$ cat src/rtl/bullcow_pkg.sv
// bullcow_pkg: shared state encoding, winner codes and score-width helper for the Bulls-and-Cows engine.
package bullcow_pkg;
    typedef enum logic [2:0] {
        J1_SETUP = 3'b000,
        J2_SETUP = 3'b001,
        J1_GUESS = 3'b010,
        J2_GUESS = 3'b011,
        END_GAME = 3'b111
    } state_t;
    localparam logic [1:0] WIN_NONE = 2'b00;
    localparam logic [1:0] WIN_J1   = 2'b01;
    localparam logic [1:0] WIN_J2   = 2'b10;
    localparam logic [1:0] WIN_DRAW = 2'b11;
    function automatic int count_w(input int digits);
        return $clog2(digits + 1);
    endfunction
endpackage

$ cat src/rtl/bullcow_scorer.sv
// bullcow_scorer: combinational bulls/cows count with one-to-one cow matching.
module bullcow_scorer
    import bullcow_pkg::*;
#(
    parameter int DIGITS  = 4,
    parameter int DIGIT_W = 4,
    parameter int CW      = count_w(DIGITS)
) (
    input  logic [DIGITS*DIGIT_W-1:0] guess,
    input  logic [DIGITS*DIGIT_W-1:0] secret,
    output logic [CW-1:0]             bulls,
    output logic [CW-1:0]             cows
);
    logic [DIGITS-1:0] bull;
    logic [DIGITS-1:0] used;
    logic              found;
    // Each secret position is consumed at most once, by a bull or by the first unmatched cow.
    always_comb begin
        bulls = '0;
        cows  = '0;
        found = 1'b0;
        for (int i = 0; i < DIGITS; i++) begin
            bull[i] = guess[i*DIGIT_W +: DIGIT_W] == secret[i*DIGIT_W +: DIGIT_W];
            if (bull[i]) bulls = bulls + CW'(1);
        end
        used = bull;
        for (int i = 0; i < DIGITS; i++) begin
            found = 1'b0;
            if (!bull[i]) begin
                for (int j = 0; j < DIGITS; j++) begin
                    if (!found && !used[j] && guess[i*DIGIT_W +: DIGIT_W] == secret[j*DIGIT_W +: DIGIT_W]) begin
                        used[j] = 1'b1;
                        found   = 1'b1;
                    end
                end
            end
            if (found) cows = cows + CW'(1);
        end
    end
endmodule

$ cat src/rtl/bullcow_engine.sv
// bullcow_engine: two-player Bulls-and-Cows game FSM with round limit, draw detection and saturating scores.
// BULLCOW_REPEAT_DIGITS_EN allows repeated digits in secrets and guesses.
module bullcow_engine
    import bullcow_pkg::*;
#(
    parameter int DIGITS     = 4,
    parameter int DIGIT_W    = 4,
    parameter int BASE       = 10,
    parameter int MAX_ROUNDS = 10,
    parameter int CW         = count_w(DIGITS)
) (
    input  logic                      clock,
    input  logic                      reset_n,
    input  logic                      enter,
    input  logic [DIGITS*DIGIT_W-1:0] SW,
    output logic [2:0]                game_state,
    output logic [CW-1:0]             bull_count,
    output logic [CW-1:0]             cow_count,
    output logic                      result_valid,
    output logic                      input_error,
    output logic [7:0]                round,
    output logic [1:0]                winner,
    output logic [7:0]                J1_points,
    output logic [7:0]                J2_points
);
    localparam int NW = DIGITS * DIGIT_W;
    localparam logic [DIGIT_W:0] BASE_L = BASE[DIGIT_W:0];
    localparam logic [7:0]       MAXR_L = MAX_ROUNDS[7:0];
    localparam logic [CW-1:0]    FULL_L = DIGITS[CW-1:0];

    state_t          state, next;
    logic            prev_enter;
    logic [NW-1:0]   secret1, secret2;
    logic [CW-1:0]   bulls, cows;
    logic            valid, press, acc, full, last;
    logic            ld_s1, ld_s2, scoring, win_j1, win_j2, draw, bump, clear, err;

    always_comb begin
        valid = 1'b1;
        for (int i = 0; i < DIGITS; i++) begin
            if ({1'b0, SW[i*DIGIT_W +: DIGIT_W]} >= BASE_L) valid = 1'b0;
`ifndef BULLCOW_REPEAT_DIGITS_EN
            for (int j = i + 1; j < DIGITS; j++)
                if (SW[i*DIGIT_W +: DIGIT_W] == SW[j*DIGIT_W +: DIGIT_W]) valid = 1'b0;
`endif
        end
    end

    bullcow_scorer #(.DIGITS(DIGITS), .DIGIT_W(DIGIT_W), .CW(CW)) u_scorer (
        .guess  (SW),
        .secret (state == J2_GUESS ? secret1 : secret2),
        .bulls  (bulls),
        .cows   (cows)
    );

    assign press      = enter && !prev_enter;
    assign acc        = press && valid;
    assign full       = bulls == FULL_L;
    assign last       = round == MAXR_L;
    assign game_state = state;

    always_ff @(posedge clock or negedge reset_n) begin
        if (!reset_n) state <= J1_SETUP;
        else          state <= next;
    end

    always_comb begin
        next = J1_SETUP;
        case (state)
            J1_SETUP: next = acc ? J2_SETUP : J1_SETUP;
            J2_SETUP: next = acc ? J1_GUESS : J2_SETUP;
            J1_GUESS: next = !acc ? J1_GUESS : full ? END_GAME : J2_GUESS;
            J2_GUESS: next = !acc ? J2_GUESS : (full || last) ? END_GAME : J1_GUESS;
            END_GAME: next = press ? J1_SETUP : END_GAME;
            default:  next = J1_SETUP;
        endcase
    end

    // Win is judged on the freshly scored bulls, so it outranks the draw on the last J2 guess.
    always_comb begin
        ld_s1   = acc && state == J1_SETUP;
        ld_s2   = acc && state == J2_SETUP;
        scoring = acc && (state == J1_GUESS || state == J2_GUESS);
        win_j1  = scoring && full && state == J1_GUESS;
        win_j2  = scoring && full && state == J2_GUESS;
        draw    = scoring && !full && state == J2_GUESS && last;
        bump    = scoring && !full && state == J2_GUESS && !last;
        clear   = press && state == END_GAME;
        err     = press && !valid && state inside {J1_SETUP, J2_SETUP, J1_GUESS, J2_GUESS};
    end

    always_ff @(posedge clock or negedge reset_n) begin
        if (!reset_n) begin
            prev_enter   <= 1'b0;
            secret1      <= '0;
            secret2      <= '0;
            bull_count   <= '0;
            cow_count    <= '0;
            result_valid <= 1'b0;
            input_error  <= 1'b0;
            round        <= '0;
            winner       <= WIN_NONE;
            J1_points    <= '0;
            J2_points    <= '0;
        end else begin
            prev_enter   <= enter;
            result_valid <= scoring;
            input_error  <= err;
            if (ld_s1) secret1 <= SW;
            if (ld_s2) begin
                secret2 <= SW;
                round   <= 8'd1;
            end
            if (scoring) begin
                bull_count <= bulls;
                cow_count  <= cows;
            end
            if (win_j1) begin
                winner <= WIN_J1;
                if (J1_points != 8'hFF) J1_points <= J1_points + 8'd1;
            end
            if (win_j2) begin
                winner <= WIN_J2;
                if (J2_points != 8'hFF) J2_points <= J2_points + 8'd1;
            end
            if (draw) winner <= WIN_DRAW;
            if (bump) round <= round + 8'd1;
            if (clear) begin
                bull_count <= '0;
                cow_count  <= '0;
                round      <= '0;
                winner     <= WIN_NONE;
            end
        end
    end
endmodule

$ cat config.mk
export PLATFORM = sky130hd
export DESIGN_NAME = bullcow_engine
export DESIGN_NICKNAME = d
export VERILOG_FILES = /design/src/rtl/bullcow_pkg.sv /design/src/rtl/bullcow_scorer.sv /design/src/rtl/bullcow_engine.sv
export SDC_FILE = /design/constraint.sdc
export NUM_CORES = 1
export LEC_CHECK = 0
export BUFFER_PORTS_ARGS = -buffer_cell sky130_fd_sc_hd__buf_2
export CAP_MARGIN = 20
export CORE_MARGIN = 5
export CORE_UTILIZATION = 60
export CTS_CLUSTER_SIZE = 24
export DETAILED_ROUTE_END_ITERATION = 12
export PLACE_DENSITY = 0.88
export SLEW_MARGIN = 20
export SYNTH_ARGS = -nofsm -noshare
export SYNTH_HDL_FRONTEND = slang
export SYNTH_SLANG_ARGS = --single-unit
$ cat constraint.sdc
create_clock -name clock -period 13.1 [get_ports clock]
set_clock_uncertainty 0.05 [all_clocks]
set_input_delay 2.62 -clock clock [delete_from_list [all_inputs] [get_ports clock]]
set_output_delay 2.62 -clock clock [all_outputs]
set_load 0.005 [all_outputs]
==> results of run 1 <==
==> layer usage <==
| layer | track usage | vias to the layer above | wire [microns] |
|---|---|---|---|
| met5 | 0 | - | 0 |
| met4 | 0.1078 | 0 | 400 |
| met3 | 0.04768 | 41 | 1147 |
| met2 | 0.4151 | 254 | 6897 |
| met1 | 0.3621 | 2347 | 6137 |
| li1 | - | 2254 | - |
==> cell type report <==
class	count	area share
timing repair buffer	59	0.05233
clock buffer	9	0.02123
clock inverter	7	0.01051
sequential	70	0.3002
multi-input combinational	464	0.5719
tap	108	0.02316
inverter	32	0.02059
==> stage by stage <==
step / total power (uW) / hold slack, ns / utilization / std cells / setup WS, ns
global placement: 605.5 / 0.4205 / 0.6446 / 733 / 5.974
floorplan: 547.2 / 0.4309 / - / 606 / 6.851
detailed placement: 622.6 / 0.4500 / 0.6446 / 733 / 5.726
global route: 848.5 / 0.4887 / 0.6658 / 749 / 5.635
CTS: 795.5 / 0.4641 / 0.6658 / 749 / 6.054
finish: 801.5 / 0.4588 / 0.6658 / 749 / 6.042
==> sequential cells by signal, indices dropped and copies added, names as in the netlist, 3 cells and up <==
signal	count
secret1	16
secret2	16
J1_points	8
J2_points	8
round	8
bull_count	3
cow_count	3
game_state	3
==> Yosys cell counts (10+ instances only) <==
master   count
nand3_1     24
o21ai_0     29
nor4_1      13
and3_1      11
inv_1       31
buf_2       19
nor3_1      10
nand2_1     50
buf_4       10
xnor2_1     53
nor2_1      25
ha_1        10
nor2b_1     13
nand4_1     16
mux2i_1     21
mux2_2      23
dfrtp_1     70
xor2_1      31
==> how the worst max path moves through the flow <==
| stage | start | end | slack, ns | cells after the start |
|---|---|---|---|---|
| finish | SW[6] | round[5] | 6.04 | 15 |
| global route | SW[6] | round[5] | 5.63 | 15 |
| CTS | SW[6] | round[5] | 6.05 | 15 |
| detailed placement | SW[6] | round[5] | 5.73 | 15 |
| global placement | SW[6] | round[4] | 5.97 | 15 |
| floorplan | SW[6] | J2_points[1] | 6.85 | 14 |
==> logic make-up after synthesis <==
group / count (synthesis) / share of synthesized area
and+or+nand+nor: 197 / 0.1917
AOI/OAI and AO/OA: 129 / 0.1770
xor gates and xnor gates: 84 / 0.1352
buffers and inverters: 72 / 0.06506
DFF: 70 / 0.3218
muxes: 44 / 0.08621
adders and majority gates: 10 / 0.02299
==> power by group through the flow <==
stage                     Sequential, uW  Clock (uW)  Combinational [uW]
after floorplan                      305           0                 243
after global placement               327           0                 279
after detailed placement             330           0                 292
after CTS                            327         175                 294
after global routing                 337         183                 329
final                                331         174                 297
==> critical path: stages <==
cell and delay (ns):
buf_2 0.21, nor2b_1 0.18, a2111oi_1 0.47, o21bai_1 0.15, a211o_1 0.45, ha_1 0.39
or4_4 0.55, nand2_1 0.12, ha_1 0.15, nand4_1 0.09, xor2_1 0.34, a21oi_2 0.13
nor4_2 0.87, mux2_2 0.43, mux2i_1 0.14
==> out/metrics.cfg, run 1 <==
[cts]
clock_latency_ns = 0.37
cts_made_buffers = 9
cts_tree = done
root_buffer = clkbuf_8
cts_setup_buffers = 0
path_clk_slew_ns = 0.10
cts_hold_buf = 0
clock_path_buffers = 2
cts.sinks = 70
htreeDepth = 3
cts_resized = 0

[pwr]
power.leakage_uw = 0.002682
seqPwrFrac = 0.413
p_comb_frac = 0.371
power_frac_clock = 0.217
p_per_area_nw_per_um2 = 137.4
p_sw_uw = 334.2
internal_power_uw = 467.3
irDropWorstVdd_uv = 96.48
swShare = 0.4170

[yosys]
netlist_area_sq_um = 5443
yosys_warnings = 0
yosysUniqueCellTypes = 75
syn_nets = 635
synthCells = 606
synth.ff_latch_count = 70
synth_edf_count = 0
async_reset_ff_frac = 1.000
synthTopCellsByArea = dfrtp_1, xnor2_1, xor2_1, mux2_2, mux2i_1
syn_area_per_cell_sq_um = 8.981
yosysSeqAreaShare = 0.3218
synth_top_area_frac = 0.3218
yosys.area.top_type = dfrtp_1
ys.flop_type = dfrtp_1

[hold_path]
worstHoldPathType = reg -> reg
hold_end = J2_points[7]
hp-start = J2_points[7]
worstHoldPathCells = 1

[routing]
drc = 0
firstDrtPassIters = 5
wl_per_cell_microns = 19.47
wirelength_mm = 14.58
vias = 4896
final_antenna_net_count = 0
viasPerCell = 6.537
drtIter0Drc = 535

[grt]
antenna_found_initial = 0
grt_pass1_vias = 4753
grt_usage = 0.2647
grt_max_degree = 71
grt_overflow = 0
grt_pass1_wl_mm = 24.14

[critical_path]
cp-end-kind = flip-flop
r2r_cells = 15
criticalPathCategory = in -> reg
arrival_ns = 7.30
reg2reg_to = round[5]
critPathLaunchType = input port
rrSetupSlack_ns = 7.36
crit_fanout = 15
r2r-start = game_state[0]
required_ns = 13.34

[timing]
timing.slew.headroom = 0.3359
finalCritPeriodShare = 0.5388
rsz0062_at_grt = no
fmax_mhz = 141.7
max_slew.worst_pin.slew_ns = 0.9879
period_minus_slack_ns = 7.058
tns_ns = 0
finalSetupViolCount = 0
timing.final.hold_violations = 0
finalMaxSlewViolations = 0

[outcome]
status = finished, final reports clean

[floorplan]
num_rows = 34
die_area_sq_um = 11080
initial_utilization = 0.6211
io_pins = 56
die_y_microns = 105.2
die_x_microns = 105.2
coreArea_sq_um = 8763

[finish]
layout_commonest_cell = dfrtp_1
area_growth_pct = 7.195
n_fill_cell = 701
nets = 665
multiInputGateArea_sq_um = 3337
final_area_sq_um = 5834
drive_above_1_share = 0.1794
mostFrequentLayoutCells = dfrtp_1, buf_2, xnor2_1
antennaDiodeCount = 0
area.sequential_sq_um = 1752

[placed_design]
dpl.hpwl_mm = 10.10
gp_congestion = 0.9146
place_area_sq_um = 5649
io_buffers = 55

[flow_run]
drv_cap = 0

(Power assumes the default switching activity.)
==> inputs of run 2 (changes only) <==
==> constraint.sdc (replaced) <==
create_clock -name clock -period 6.8 [get_ports clock]
set_clock_uncertainty 0.05 [all_clocks]
set_input_delay 1.36 -clock clock [delete_from_list [all_inputs] [get_ports clock]]
set_output_delay 1.36 -clock clock [all_outputs]
set_load 0.005 [all_outputs]
==> run 2 against run 1 <==
Sequential share of layout area shrank 0.27 points. Via count rose by 1.0%. Flip-flop and latch count unchanged. Critical path depth increased by 1. Count of clock-buffer cells in the layout is 1 higher.
==> out/metrics.cfg, run 2 (synthesis results as in run 1) <==
[pwr]
power.leakage_uw = 0.002708  ; was 0.002682 uW
p_per_area_nw_per_um2 = 273.4  ; was 137.4 nW/um^2
p_total_uw = 1609  ; was 801.5 uW
irDropWorstVdd_uv = 161.6  ; was 96.48 uV

[cts]
cts_made_buffers = 9  ; unchanged
root_buffer = clkbuf_8  ; unchanged
cts_resized = 0  ; unchanged
cts_tree = done  ; unchanged
clock_path_buffers = 2  ; unchanged
cts_setup_buffers = 0  ; unchanged
clock_latency_ns = 0.36  ; was 0.37 ns
cts.sinks = 70  ; unchanged
htreeDepth = 3  ; unchanged
path_clk_slew_ns = 0.08  ; was 0.10 ns
cts_hold_buf = 0  ; unchanged

[hold_path]
hold_end = J1_points[5]  ; was J2_points[7]
worstHoldPathType = reg -> reg  ; unchanged
hp-start = J1_points[5]  ; was J2_points[7]
worstHoldPathCells = 1  ; unchanged

[grt]
grt_usage = 0.2686  ; was 0.2647
grt_pass1_vias = 4929  ; was 4753
grt_max_degree = 71  ; unchanged
antenna_found_initial = 0  ; unchanged
grt_pass1_wl_mm = 24.52  ; was 24.14 mm
grt_overflow = 0  ; unchanged

[routing]
viasPerCell = 6.595  ; was 6.537
drtIter0Drc = 372  ; was 535
firstDrtPassIters = 5  ; unchanged
wl_per_cell_microns = 19.57  ; was 19.47 microns
final_antenna_net_count = 0  ; unchanged
vias = 4946  ; was 4896
drc = 0  ; unchanged
wirelength_mm = 14.68  ; was 14.58 mm

[timing]
tns_ns = 0  ; unchanged
rsz0062_at_grt = no  ; unchanged
finalSetupViolCount = 0  ; unchanged
period_minus_slack_ns = 5.311
finalWorstSetupSlack_ns = 1.489  ; was 6.042 ns
fmax_mhz = 188.3
timing.final.hold_violations = 0  ; unchanged
max_slew.worst_pin.slew_ns = 0.8938  ; was 0.9879 ns
finalMaxSlewViolations = 0  ; unchanged
timing.slew.headroom = 0.3995  ; was 0.3359
finalCritPeriodShare = 0.7811

[outcome]
status = finished, final reports clean  ; unchanged

[finish]
area.sequential_sq_um = 1752  ; unchanged
nets = 666  ; was 665
multiInputGateArea_sq_um = 3337  ; unchanged
drive_above_1_share = 0.1807  ; was 0.1794
mostFrequentLayoutCells = dfrtp_1, buf_2, xnor2_1  ; unchanged
area_growth_pct = 8.161  ; was 7.195%
layout_commonest_cell = dfrtp_1  ; unchanged
n_fill_cell = 702  ; was 701
antennaDiodeCount = 0  ; unchanged
largest_registers = secret1 (16), secret2 (16)  ; unchanged

[placed_design]
io_buffers = 55  ; unchanged
dp_worst_setup_slack_ns = 1.207  ; was 5.726 ns
gp_congestion = 0.9487  ; was 0.9146
dpl.hpwl_mm = 10.23  ; was 10.10 mm

[floorplan]
coreArea_sq_um = 8763  ; unchanged
die_area_sq_um = 11080  ; unchanged
io_pins = 56  ; unchanged
die_x_microns = 105.2  ; unchanged
num_rows = 34  ; unchanged
initial_utilization = 0.6211  ; unchanged
die_y_microns = 105.2  ; unchanged

[critical_path]
required_ns = 7.03  ; was 13.34 ns
arrival_ns = 5.54  ; was 7.30 ns
reg2reg_to = round[5]  ; unchanged
r2r-start = game_state[0]  ; unchanged
cp-end-kind = flip-flop  ; unchanged
crit_start = SW[6]  ; unchanged
crit_fanout = 15  ; unchanged
rrSetupSlack_ns = 1.55  ; was 7.36 ns
critPathLaunchType = input port  ; unchanged
r2r_cells = 16  ; was 15
criticalPathCategory = in -> reg  ; unchanged

[flow_run]
drv_cap = 0  ; unchanged

run 2: cell type report:
class	count	area share
Clock buffer	10	0.02338
Clock inverter	6	0.01573
Inverter	32	0.02040
Multi-Input combinational cell	464	0.5668
Sequential cell	70	0.2976
Tap cell	108	0.02295
Timing Repair Buffer	60	0.05313
run 2: critical path: stages:
cell       delay [ns]
buf_2            0.22
nor2b_1          0.18
a2111oi_1        0.43
o21bai_1         0.13
a211o_1          0.44
ha_1             0.39
or4_4            0.56
nand2_1          0.12
ha_1             0.15
nand4_1          0.09
xor2_1           0.35
a21oi_2          0.14
nor4_2           0.28
buf_4            0.22
mux2_2           0.35
mux2i_1          0.13
run 2: per-stage QoR:
step	cells	hold WS [ns]	utilization	cell area, sq um
6_report	750	0.4527	0.6718	5887
4_1_cts	750	0.4517	0.6718	5887
3_5_place_dp	734	0.4370	0.6455	5657
3_3_place_gp	734	0.4209	0.6455	5657
5_1_grt	750	0.4588	0.6718	5887
2_1_floorplan	606	0.4309	-	5443
run 2: per-layer routing:
layer | share of wire | GRT usage | routed length (microns)
met2 | 0.47 | 0.4285 | 6970
met3 | 0.082 | 0.05501 | 1199
met5 | 0 | 0 | 0
met1 | 0.42 | 0.3602 | 6145
met4 | 0.025 | 0.1023 | 363
run 2: worst max-delay path by stage:
stage / end / slack, ns / cells past startpoint
after global placement: J2_points[1] / 1.35 / 13
after CTS: round[5] / 1.55 / 16
after global routing: round[4] / 1.24 / 16
after detailed placement: round[5] / 1.21 / 16
final: round[5] / 1.49 / 16
after floorplan: J2_points[1] / 1.81 / 14
run 2: report_power, final:
| group | leakage, uW | switching (uW) | internal (uW) | total (uW) |
|---|---|---|---|---|
| logic | 0.00168 | 314 | 261 | 575 |
| clock network | 0.000109 | 180 | 218 | 398 |
| registers | 0.000919 | 136 | 500 | 636 |
| total | 0.00271 | 630 | 980 | 1610 |
==> inputs of run 3 (changes only) <==
--- a/config.mk
+++ b/config.mk
@@ -8,10 +8,10 @@
 export BUFFER_PORTS_ARGS = -buffer_cell sky130_fd_sc_hd__buf_2
 export CAP_MARGIN = 20
 export CORE_MARGIN = 5
-export CORE_UTILIZATION = 60
+export CORE_UTILIZATION = 54
 export CTS_CLUSTER_SIZE = 24
 export DETAILED_ROUTE_END_ITERATION = 12
-export PLACE_DENSITY = 0.88
+export PLACE_DENSITY = 0.84
 export SLEW_MARGIN = 20
 export SYNTH_ARGS = -nofsm -noshare
 export SYNTH_HDL_FRONTEND = slang
==> constraint.sdc (replaced) <==
create_clock -name clock -period 4.6 [get_ports clock]
set_clock_uncertainty 0.05 [all_clocks]
set_input_delay 0.92 -clock clock [delete_from_list [all_inputs] [get_ports clock]]
set_output_delay 0.92 -clock clock [all_outputs]
set_load 0.005 [all_outputs]
==> run 3 against run 2 <==
Total power up 48%. Critical path depth is 2 lower. Utilization fell by 4.3 points. Largest power group is now combinational logic. Worst setup slack got worse by 1.2 ns. Register-to-register slack got worse by 1.3 ns.
==> out/metrics.cfg, run 3 (synthesis results as in run 1) <==
[outcome]
status = finished, final reports clean  ; unchanged

[critical_path]
rrSetupSlack_ns = 0.24  ; was 1.55 ns
reg2reg_to = J1_points[6]  ; was round[5]
criticalPathCategory = reg -> reg  ; was in -> reg
arrival_ns = 4.61  ; was 5.54 ns
required_ns = 4.85  ; was 7.03 ns
cp-end-kind = flip-flop  ; unchanged
r2r-start = game_state[2]  ; was game_state[0]
crit_start = game_state[2]  ; was SW[6]
crit_end = J1_points[6]  ; was round[5]
critPathLaunchType = flip-flop  ; was input port
r2r_cells = 14  ; was 16
crit_fanout = 24  ; was 15

[grt]
grt_usage = 0.2633  ; was 0.2686
antenna_found_initial = 0  ; unchanged
grt_pass1_vias = 4933  ; was 4929
grt_pass1_wl_mm = 24.87  ; was 24.52 mm
grt_overflow = 0  ; unchanged
grt_max_degree = 42  ; was 71

[floorplan]
die_x_microns = 110.4  ; was 105.2 microns
io_pins = 56  ; unchanged
coreArea_sq_um = 9819  ; was 8763 sq um
initial_utilization = 0.5543  ; was 0.6211
die_y_microns = 110.4  ; was 105.2 microns
num_rows = 36  ; was 34
die_area_sq_um = 12190  ; was 11080 sq um

[placed_design]
gp_congestion = 0.9366  ; was 0.9487
io_buffers = 55  ; unchanged
dpl.hpwl_mm = 11.05  ; was 10.23 mm
dp_worst_setup_slack_ns = -0.1657  ; was 1.207 ns

[pwr]
internal_power_uw = 1434  ; was 979.8 uW
seqPwrFrac = 0.387  ; was 0.395
p_per_area_nw_per_um2 = 384.6  ; was 273.4 nW/um^2
p_comb_frac = 0.388  ; was 0.357
p_sw_uw = 941.4  ; was 629.6 uW
p_total_uw = 2376  ; was 1609 uW
power.leakage_uw = 0.002876  ; was 0.002708 uW
irDropWorstVdd_uv = 243.4  ; was 161.6 uV
power_frac_clock = 0.225  ; was 0.247
swShare = 0.3963  ; was 0.3912

[timing]
timing.slew.headroom = 0.3896  ; was 0.3995
fin_hold_ws_ns = 0.4448  ; was 0.4527 ns
finalMaxSlewViolations = 0  ; unchanged
finalSetupViolCount = 0  ; unchanged
max_slew.worst_pin.slew_ns = 0.9157  ; was 0.8938 ns
timing.final.hold_violations = 0  ; unchanged
fmax_mhz = 229.6
finalCritPeriodShare = 0.9469
period_minus_slack_ns = 4.356
finalWorstSetupSlack_ns = 0.2441  ; was 1.489 ns
rsz0062_at_grt = no  ; unchanged
tns_ns = 0  ; unchanged

[routing]
final_antenna_net_count = 0  ; unchanged
drtIter0Drc = 488  ; was 372
wl_per_cell_microns = 18.80  ; was 19.57 microns
vias = 5064  ; was 4946
firstDrtPassIters = 6  ; was 5
wirelength_mm = 15.25  ; was 14.68 mm
viasPerCell = 6.244  ; was 6.595
drc = 0  ; unchanged

[finish]
largest_registers = secret1 (16), secret2 (16)  ; unchanged
mostFrequentLayoutCells = dfrtp_1, buf_2, xnor2_1  ; unchanged
area_growth_pct = 13.49  ; was 8.161%
layout_commonest_cell = dfrtp_1  ; unchanged
nets = 701  ; was 666
drive_above_1_share = 0.2245  ; was 0.1807

[hold_path]
worstHoldPathCells = 1  ; unchanged
worstHoldPathType = reg -> reg  ; unchanged

[cts]
clock_latency_ns = 0.37  ; was 0.36 ns
cts_tree = done  ; unchanged
path_clk_slew_ns = 0.09  ; was 0.08 ns
cts.sinks = 70  ; unchanged
clock_path_buffers = 2  ; unchanged
cts_made_buffers = 9  ; unchanged
htreeDepth = 3  ; unchanged
root_buffer = clkbuf_8  ; unchanged
cts_hold_buf = 0  ; unchanged

[flow_run]
drv_cap = 0  ; unchanged

[run 3: cell types whose count changed in the layout (fill, tap and decap cells not counted), sizes merged]
cell / before / now
inv: 33 / 34
clkinv: 1 / 2
buf: 60 / 95
diode: 0 / 1
clkinvlp: 2 / 1
bufinv: 2 / 1
[run 3: metrics by stage]
step / std cells / utilization / instance area [sq um]
finish: 811 / 0.6291 / 6177
global route: 810 / 0.6288 / 6175
CTS: 808 / 0.6268 / 6155
detailed placement: 792 / 0.6058 / 5948
global placement: 792 / 0.6058 / 5948
floorplan: 606 / - / 5443
[run 3: worst min path at each step]
stage / from / end / slack [ns]
finish: J2_points[5] / J2_points[5] / 0.44
global route: bull_count[1] / bull_count[1] / 0.48
CTS: J2_points[5] / J2_points[5] / 0.45
detailed placement: J2_points[5] / J2_points[5] / 0.44
global placement: J2_points[5] / J2_points[5] / 0.42
floorplan: J2_points[5] / J2_points[5] / 0.43
[run 3: layout make-up]
class                      instances  area (sq um)
timing repair buffer              95         588.1
multi-input combinational        464          3342
antenna                            1         2.502
tap                              133         166.4
clock buffer                      10         137.6
fill                             846          3642
sequential                        70          1752
inverter                          32         120.1
clock inverter                     6         68.82
[run 3: worst max-delay path: stages, from the launching register on]
cell and delay (ns):
dfrtp_1 0.44, and3b_1 0.34, buf_4 0.33, a21boi_0 0.14
a211o_1 0.37, ha_1 0.32, or4_4 0.54, nand2_1 0.11
ha_1 0.25, a211o_1 0.32, a21oi_2 0.23, buf_4 0.17
nand2_1 0.08, nor4_1 0.37, mux2i_1 0.22
[run 3: timing repair]
action,in CTS,in global routing
resized for setup,0,1
endpoints found under the setup margin,0,5
buffers inserted,0,2
[run 3: routing by layer]
layer / GRT usage / wire length [microns] / vias up
li1: - / - / 2330
met3: 0.05009 / 1215 / 35
met1: 0.3507 / 6337 / 2443
met5: 0 / 0 / -
met2: 0.4224 / 7346 / 256
met4: 0.1055 / 344 / 0
[run 3: power groups by stage]
stage	sequential (uW)	combinational (uW)	clock (uW)
after floorplan	868	691	0
after global placement	916	868	0
after detailed placement	921	903	0
after CTS	910	910	546
after global routing	938	1020	573
final	920	922	534
